File: config.mk
export PLATFORM = sky130hd
export DESIGN_NAME = pipelined_adder
export DESIGN_NICKNAME = d
export VERILOG_FILES = /design/src/rtl/pipelined_adder.sv
export SDC_FILE = /design/constraint.sdc
export NUM_CORES = 1
export LEC_CHECK = 0
export BUFFER_PORTS_ARGS = -buffer_cell sky130_fd_sc_hd__clkbuf_2
export CORE_MARGIN = 10
export CORE_UTILIZATION = 29
export DETAILED_ROUTE_END_ITERATION = 16
export GPL_TIMING_DRIVEN = 0
export HOLD_SLACK_MARGIN = 0.12
export PLACE_DENSITY = 0.49
export RECOVER_POWER = 50
export SYNTH_ARGS = -nofsm -noshare
export SYNTH_HDL_FRONTEND = slang
export SYNTH_SLANG_ARGS = --single-unit
File: constraint.sdc
create_clock -name clk -period 2.1 [get_ports clk]
set_clock_uncertainty 0.1 [all_clocks]
set_input_delay 0.42 -clock clk [delete_from_list [all_inputs] [get_ports clk]]
set_output_delay 0.42 -clock clk [all_outputs]
set_load 0.1 [all_outputs]
File: src/rtl/pipelined_adder.sv
// Pipelined add/subtract unit: WIDTH-bit carry chain split into SEGS registered segments, valid/ready both sides.
// Optional signed saturation on overflow when PIPELINED_ADDER_SATURATE_EN is defined.
module pipelined_adder #(
   parameter int unsigned WIDTH = 32,
   parameter int unsigned SEGS  = 4
) (
   input  logic             clk,
   input  logic             reset,
   input  logic             in_valid,
   output logic             in_ready,
   input  logic [WIDTH-1:0] a,
   input  logic [WIDTH-1:0] b,
   input  logic             cin,
   input  logic             sub,
   input  logic             sat,
   output logic             out_valid,
   input  logic             out_ready,
   output logic [WIDTH-1:0] result,
   output logic             cout,
   output logic             ovf
);

   localparam int unsigned SW   = WIDTH / SEGS;
   localparam int unsigned LAST = SEGS - 1;

   if (SEGS < 1 || SEGS > WIDTH || (WIDTH % SEGS) != 0) begin : g_bad_cfg
      $error("pipelined_adder: need 1 <= SEGS <= WIDTH and WIDTH a multiple of SEGS");
   end

   logic advance;

   assign advance  = !out_valid || out_ready;
   assign in_ready = advance;

   // Stage k holds the operand bits not yet added plus the low sum bits already produced.
   for (genvar k = 0; k < SEGS; k++) begin : stg
      localparam int unsigned LO = k * SW;
      localparam int unsigned HI = WIDTH - LO;

      logic [HI-1:0]    q_a;
      logic [HI-1:0]    q_b;
      logic             q_c;
      logic             q_v;
`ifdef PIPELINED_ADDER_SATURATE_EN
      logic             q_sat;
`endif
      logic [SW:0]      seg;
      logic [LO+SW-1:0] s_out;

      assign seg = {1'b0, q_a[SW-1:0]} + {1'b0, q_b[SW-1:0]} + (SW+1)'(q_c);

      if (k == 0) begin : g_head
         always_ff @(posedge clk or negedge reset) begin
            if (!reset) begin
               q_v   <= 1'b0;
               q_c   <= 1'b0;
               q_a   <= '0;
               q_b   <= '0;
`ifdef PIPELINED_ADDER_SATURATE_EN
               q_sat <= 1'b0;
`endif
            end else if (advance) begin
               q_v   <= in_valid;
               q_c   <= sub | cin;
               q_a   <= a;
               q_b   <= sub ? ~b : b;
`ifdef PIPELINED_ADDER_SATURATE_EN
               q_sat <= sat;
`endif
            end
         end
         assign s_out = seg[SW-1:0];
      end else begin : g_body
         logic [LO-1:0] q_s;

         always_ff @(posedge clk or negedge reset) begin
            if (!reset) begin
               q_v   <= 1'b0;
               q_c   <= 1'b0;
               q_a   <= '0;
               q_b   <= '0;
               q_s   <= '0;
`ifdef PIPELINED_ADDER_SATURATE_EN
               q_sat <= 1'b0;
`endif
            end else if (advance) begin
               q_v   <= stg[k-1].q_v;
               q_c   <= stg[k-1].seg[SW];
               q_a   <= stg[k-1].q_a[HI+SW-1:SW];
               q_b   <= stg[k-1].q_b[HI+SW-1:SW];
               q_s   <= stg[k-1].s_out;
`ifdef PIPELINED_ADDER_SATURATE_EN
               q_sat <= stg[k-1].q_sat;
`endif
            end
         end
         assign s_out = {seg[SW-1:0], q_s};
      end
   end

   logic             ovf_c;
   logic [WIDTH-1:0] res_c;

   // In the last stage q_a/q_b hold only the top segment, so their MSB is the operand sign.
   assign ovf_c = (stg[LAST].q_a[SW-1] == stg[LAST].q_b[SW-1]) &&
                  (stg[LAST].s_out[WIDTH-1] != stg[LAST].q_a[SW-1]);

`ifdef PIPELINED_ADDER_SATURATE_EN
   assign res_c = (stg[LAST].q_sat && ovf_c)
                ? (stg[LAST].q_a[SW-1] ? {1'b1, {(WIDTH-1){1'b0}}} : {1'b0, {(WIDTH-1){1'b1}}})
                : stg[LAST].s_out;
`else
   logic unused_sat;
   assign unused_sat = sat;
   assign res_c      = stg[LAST].s_out;
`endif

   always_ff @(posedge clk or negedge reset) begin
      if (!reset) begin
         out_valid <= 1'b0;
         result    <= '0;
         cout      <= 1'b0;
         ovf       <= 1'b0;
      end else if (advance) begin
         out_valid <= stg[LAST].q_v;
         result    <= res_c;
         cout      <= stg[LAST].seg[SW];
         ovf       <= ovf_c;
      end
   end

endmodule

==> results.yml <==
final_layout:
  diodes: 0
  area_growth_pct: 27.79
  nFillCells: 3766
  drive_above_1_share: 0.1681
  fin_nets: 1513
  final-seq-area_um2: 6281
  final_common_cell: "nand2_1"
  multi_input_area_um2: 4292
  mostFrequentLayoutCells: "629 x nand2_1, 251 x dfrtp_1, 114 x clkbuf_2"
  stdcell_area_um2: 13810
worst_setup_path:
  r2r_end: "stg[2].g_body.q_s[14]$_DFFE_PN0P_"
  rr_worst_depth: 7
  r2r_start: "stg[1].q_a[0]$_DFFE_PN0P_"
  critPathMaxStageDelay_ns: 0.41
  path_max_fanout: 2
  worst-endpoint-required_ns: 2.39
  arrival_ns: 2.54
  cp.depth: 7
  cp-start-kind: "flop"
  rrSetupSlack_ns: -0.15
  worstSetupEndpoint: "stg[2].g_body.q_s[14]$_DFFE_PN0P_"
  slowest_stage: "fa_2"
  critPathKind: "flop to flop"
  crit_family: "adder cells"
  critPathBufInv: 0
  crit_chain: "fa_2 > fa_2 > a21oi_2 > o211ai_1 > a21oi_2 > xor2_2 > o21ai_1"
  critPathLaunch: "stg[1].q_a[0]$_DFFE_PN0P_"
  cp-end-kind: "flop"
status:
  status: "complete, but fails checks"
  failed_checks: "setup timing"
power_and_ir_drop:
  p_per_area_nw_per_um2: 1711
  vdd_drop_max_mv: 0.7253
  cellLeakagePower_nw: 6.964
cts:
  clockBufferDepth: 3
  clk_pin_slew_worst_paths_ns: 0.06
  root_buffer: "clkbuf_16"
  cts_sinks: 251
  cts_tree: "built"
  cts_made_buffers: 28
  cts_max_level: 1
  clk_latency_ns: 0.56
placed_design:
  hpwlAfterDp_mm: 21.13
  place_worst_setup_slack_ns: -0.3559
  placed_area_um2: 12000
  gp_congestion: 0.7821
  portBuffers: 104
logic_synthesis:
  yosysSeqAreaShare: 0.5814
  syn_nets: 1294
  avgSynthCellArea_um2: 9.102
  syn_area_um2: 10800
  ys_ff_latch: 251
  ys_warn_count: 0
  ys_types: 29
  synthCells: 1187
drt:
  vias: 8223
  avgViaCountPerCell: 4.337
  route.detailed.drc: 0
  drt-total-wl_mm: 28.83
  drt.antenna.violating_nets: 0
  drtIter0Drc: 335
  routedWlPerCell_um: 15.21
  drtPass1Iterations: 5
floorplanning:
  num_io_pins: 107
  row_count: 70
  start_util: 0.2944
  die_x_um: 213.0
  die-area_um2: 45380
  die-height_um: 213.0
  coreArea_um2: 36700
timing:
  rsz0062_at_grt: "true"
  fin_crit_ns: 2.251
  finalMaxSlewViolations: 0
  setup_tns_ns: -0.6428
  fin_crit_sh: 1.072
  setup_violations: 9
  fmax_mhz: 444.2
  relSlewSlack: 0.5204
  hold_viol: 0
  fin_ws_ns: -0.1513
  tightest_slew_ns: 0.7193
  hold_ws_ns: 0.1202
global_routing:
  antenna_found_initial: 0
  first_global_vias: 8480
  grt_max_degree: 104
  grt.total_usage: 0.1286
  gr-total-overflow: 0
  grt_pass1_wl_mm: 46.38
flow_run:
  cap_violations: 0
worst_hold_path:
  hold_path.class: "input port to flop"
-- cell families (layout without fill, tap and decap cells) --
kind of cell / Yosys count / in the layout / synth area share
AND/OR/NAND/NOR: 663 / 663 / 0.2343
flip-flops: 251 / 251 / 0.5814
AO/OA/AOI/OAI: 118 / 118 / 0.06381
buffers and inverters: 68 / 309 / 0.03196
XOR/XNOR: 51 / 51 / 0.04134
adder cells (fa/ha/maj): 36 / 36 / 0.04725
-- power breakdown --
| part | switching (mW) | leakage [nW] | total [mW] | internal, mW |
|---|---|---|---|---|
| Sequential | 1.29 | 3.05 | 8.29 | 7.00 |
| Combinational | 7.12 | 3.47 | 10.5 | 3.39 |
| Clock | 1.97 | 0.446 | 4.83 | 2.86 |
| Total | 10.4 | 6.96 | 23.6 | 13.3 |
-- how the worst min path moves through the flow --
stage	startpoint	endpoint	slack [ns]	cells past startpoint
finish	b[11]	stg[0].q_b[11]$_DFFE_PN0P_	0.12	3
global route	b[11]	stg[0].q_b[11]$_DFFE_PN0P_	0.13	3
CTS	b[11]	stg[0].q_b[11]$_DFFE_PN0P_	0.12	3
detailed placement	reset	result[18]$_DFFE_PN0P_	0.34	1
global placement	stg[3].q_v$_DFFE_PN0P_	stg[3].q_v$_DFFE_PN0P_	0.34	2
floorplan	reset	cout$_DFFE_PN0P_	0.02	0
-- metrics by stage --
stage / util / power [mW] / cells
floorplan: - / 15.52 / 1187
global placement: 0.3252 / 18.07 / 1759
detailed placement: 0.3270 / 18.26 / 1761
CTS: 0.3743 / 23.71 / 1889
global route: 0.3762 / 25.41 / 1896
finish: 0.3762 / 23.63 / 1896
-- state kept, by name (all words and copies together), names as in the netlist --
signal          cells
stg.g_body.q_s     48
result             32
stg.q_c             4
out_valid           1
stg.q_b            80
cout                1
stg.q_a            80
ovf                 1
stg.q_v             4
-- what timing repair did --
action	in CTS	in global routing
hold buffers	65	0
resized for setup	25	15
buffers inserted	11	7
hold endpoints to repair	126	0
pin swaps	30	40
setup endpoints to repair	11	19
-- Yosys cell counts --
cell      count  area share
buf_2        40       0.019
inv_4         1     0.00058
o21ai_2       1     0.00081
dfrtp_1     251        0.58
o21ai_0      65       0.030
a31oi_1       5      0.0029
nor3_1       12      0.0056
nand2b_1      3      0.0017
a211oi_1      4      0.0028
nor2b_1       3      0.0017
a21o_1        4      0.0028
xor2_1       13       0.011
inv_1         8      0.0028
o31ai_1       1     0.00070
a31oi_4       1      0.0020
ha_1         28       0.032
fa_1          8       0.015
o21bai_1      2      0.0014
nor2_1       12      0.0042
xnor2_1      38       0.031
buf_4        10      0.0069
nand2_1     629        0.22
o21ai_1       7      0.0032
a21oi_1      18      0.0083
a211oi_2      4      0.0046
nand3b_1      2      0.0014
clkbuf_1      9      0.0031
o211ai_1      6      0.0042
or3_1         2      0.0012
-- cell type report --
class,count,share of cell area
sequential,251,0.4549
multi-input combinational,868,0.3108
clock buffer,43,0.05773
inverter,9,0.002990
clock inverter,9,0.007975
buffer,59,0.02211
tap,468,0.04241
timing repair buffer,189,0.1010
-- routing by layer --
metal  global-route usage  vias to the layer above  routed length [µm]
met5                    0                        -                   0
met4              0.02659                        0                 402
met3              0.01774                       32                1051
met2               0.2195                      112               13870
met1               0.1700                     3880               13510
li1                     -                     4199                   -
-- worst register-to-register path, stage by stage (launching register included) --
cell and delay (ns):
dfrtp_1 0.40, fa_2 0.41, fa_2 0.36, a21oi_2 0.15, o211ai_1 0.11, a21oi_2 0.21, xor2_2 0.25, o21ai_1 0.08
(Power assumes the default switching activity.)
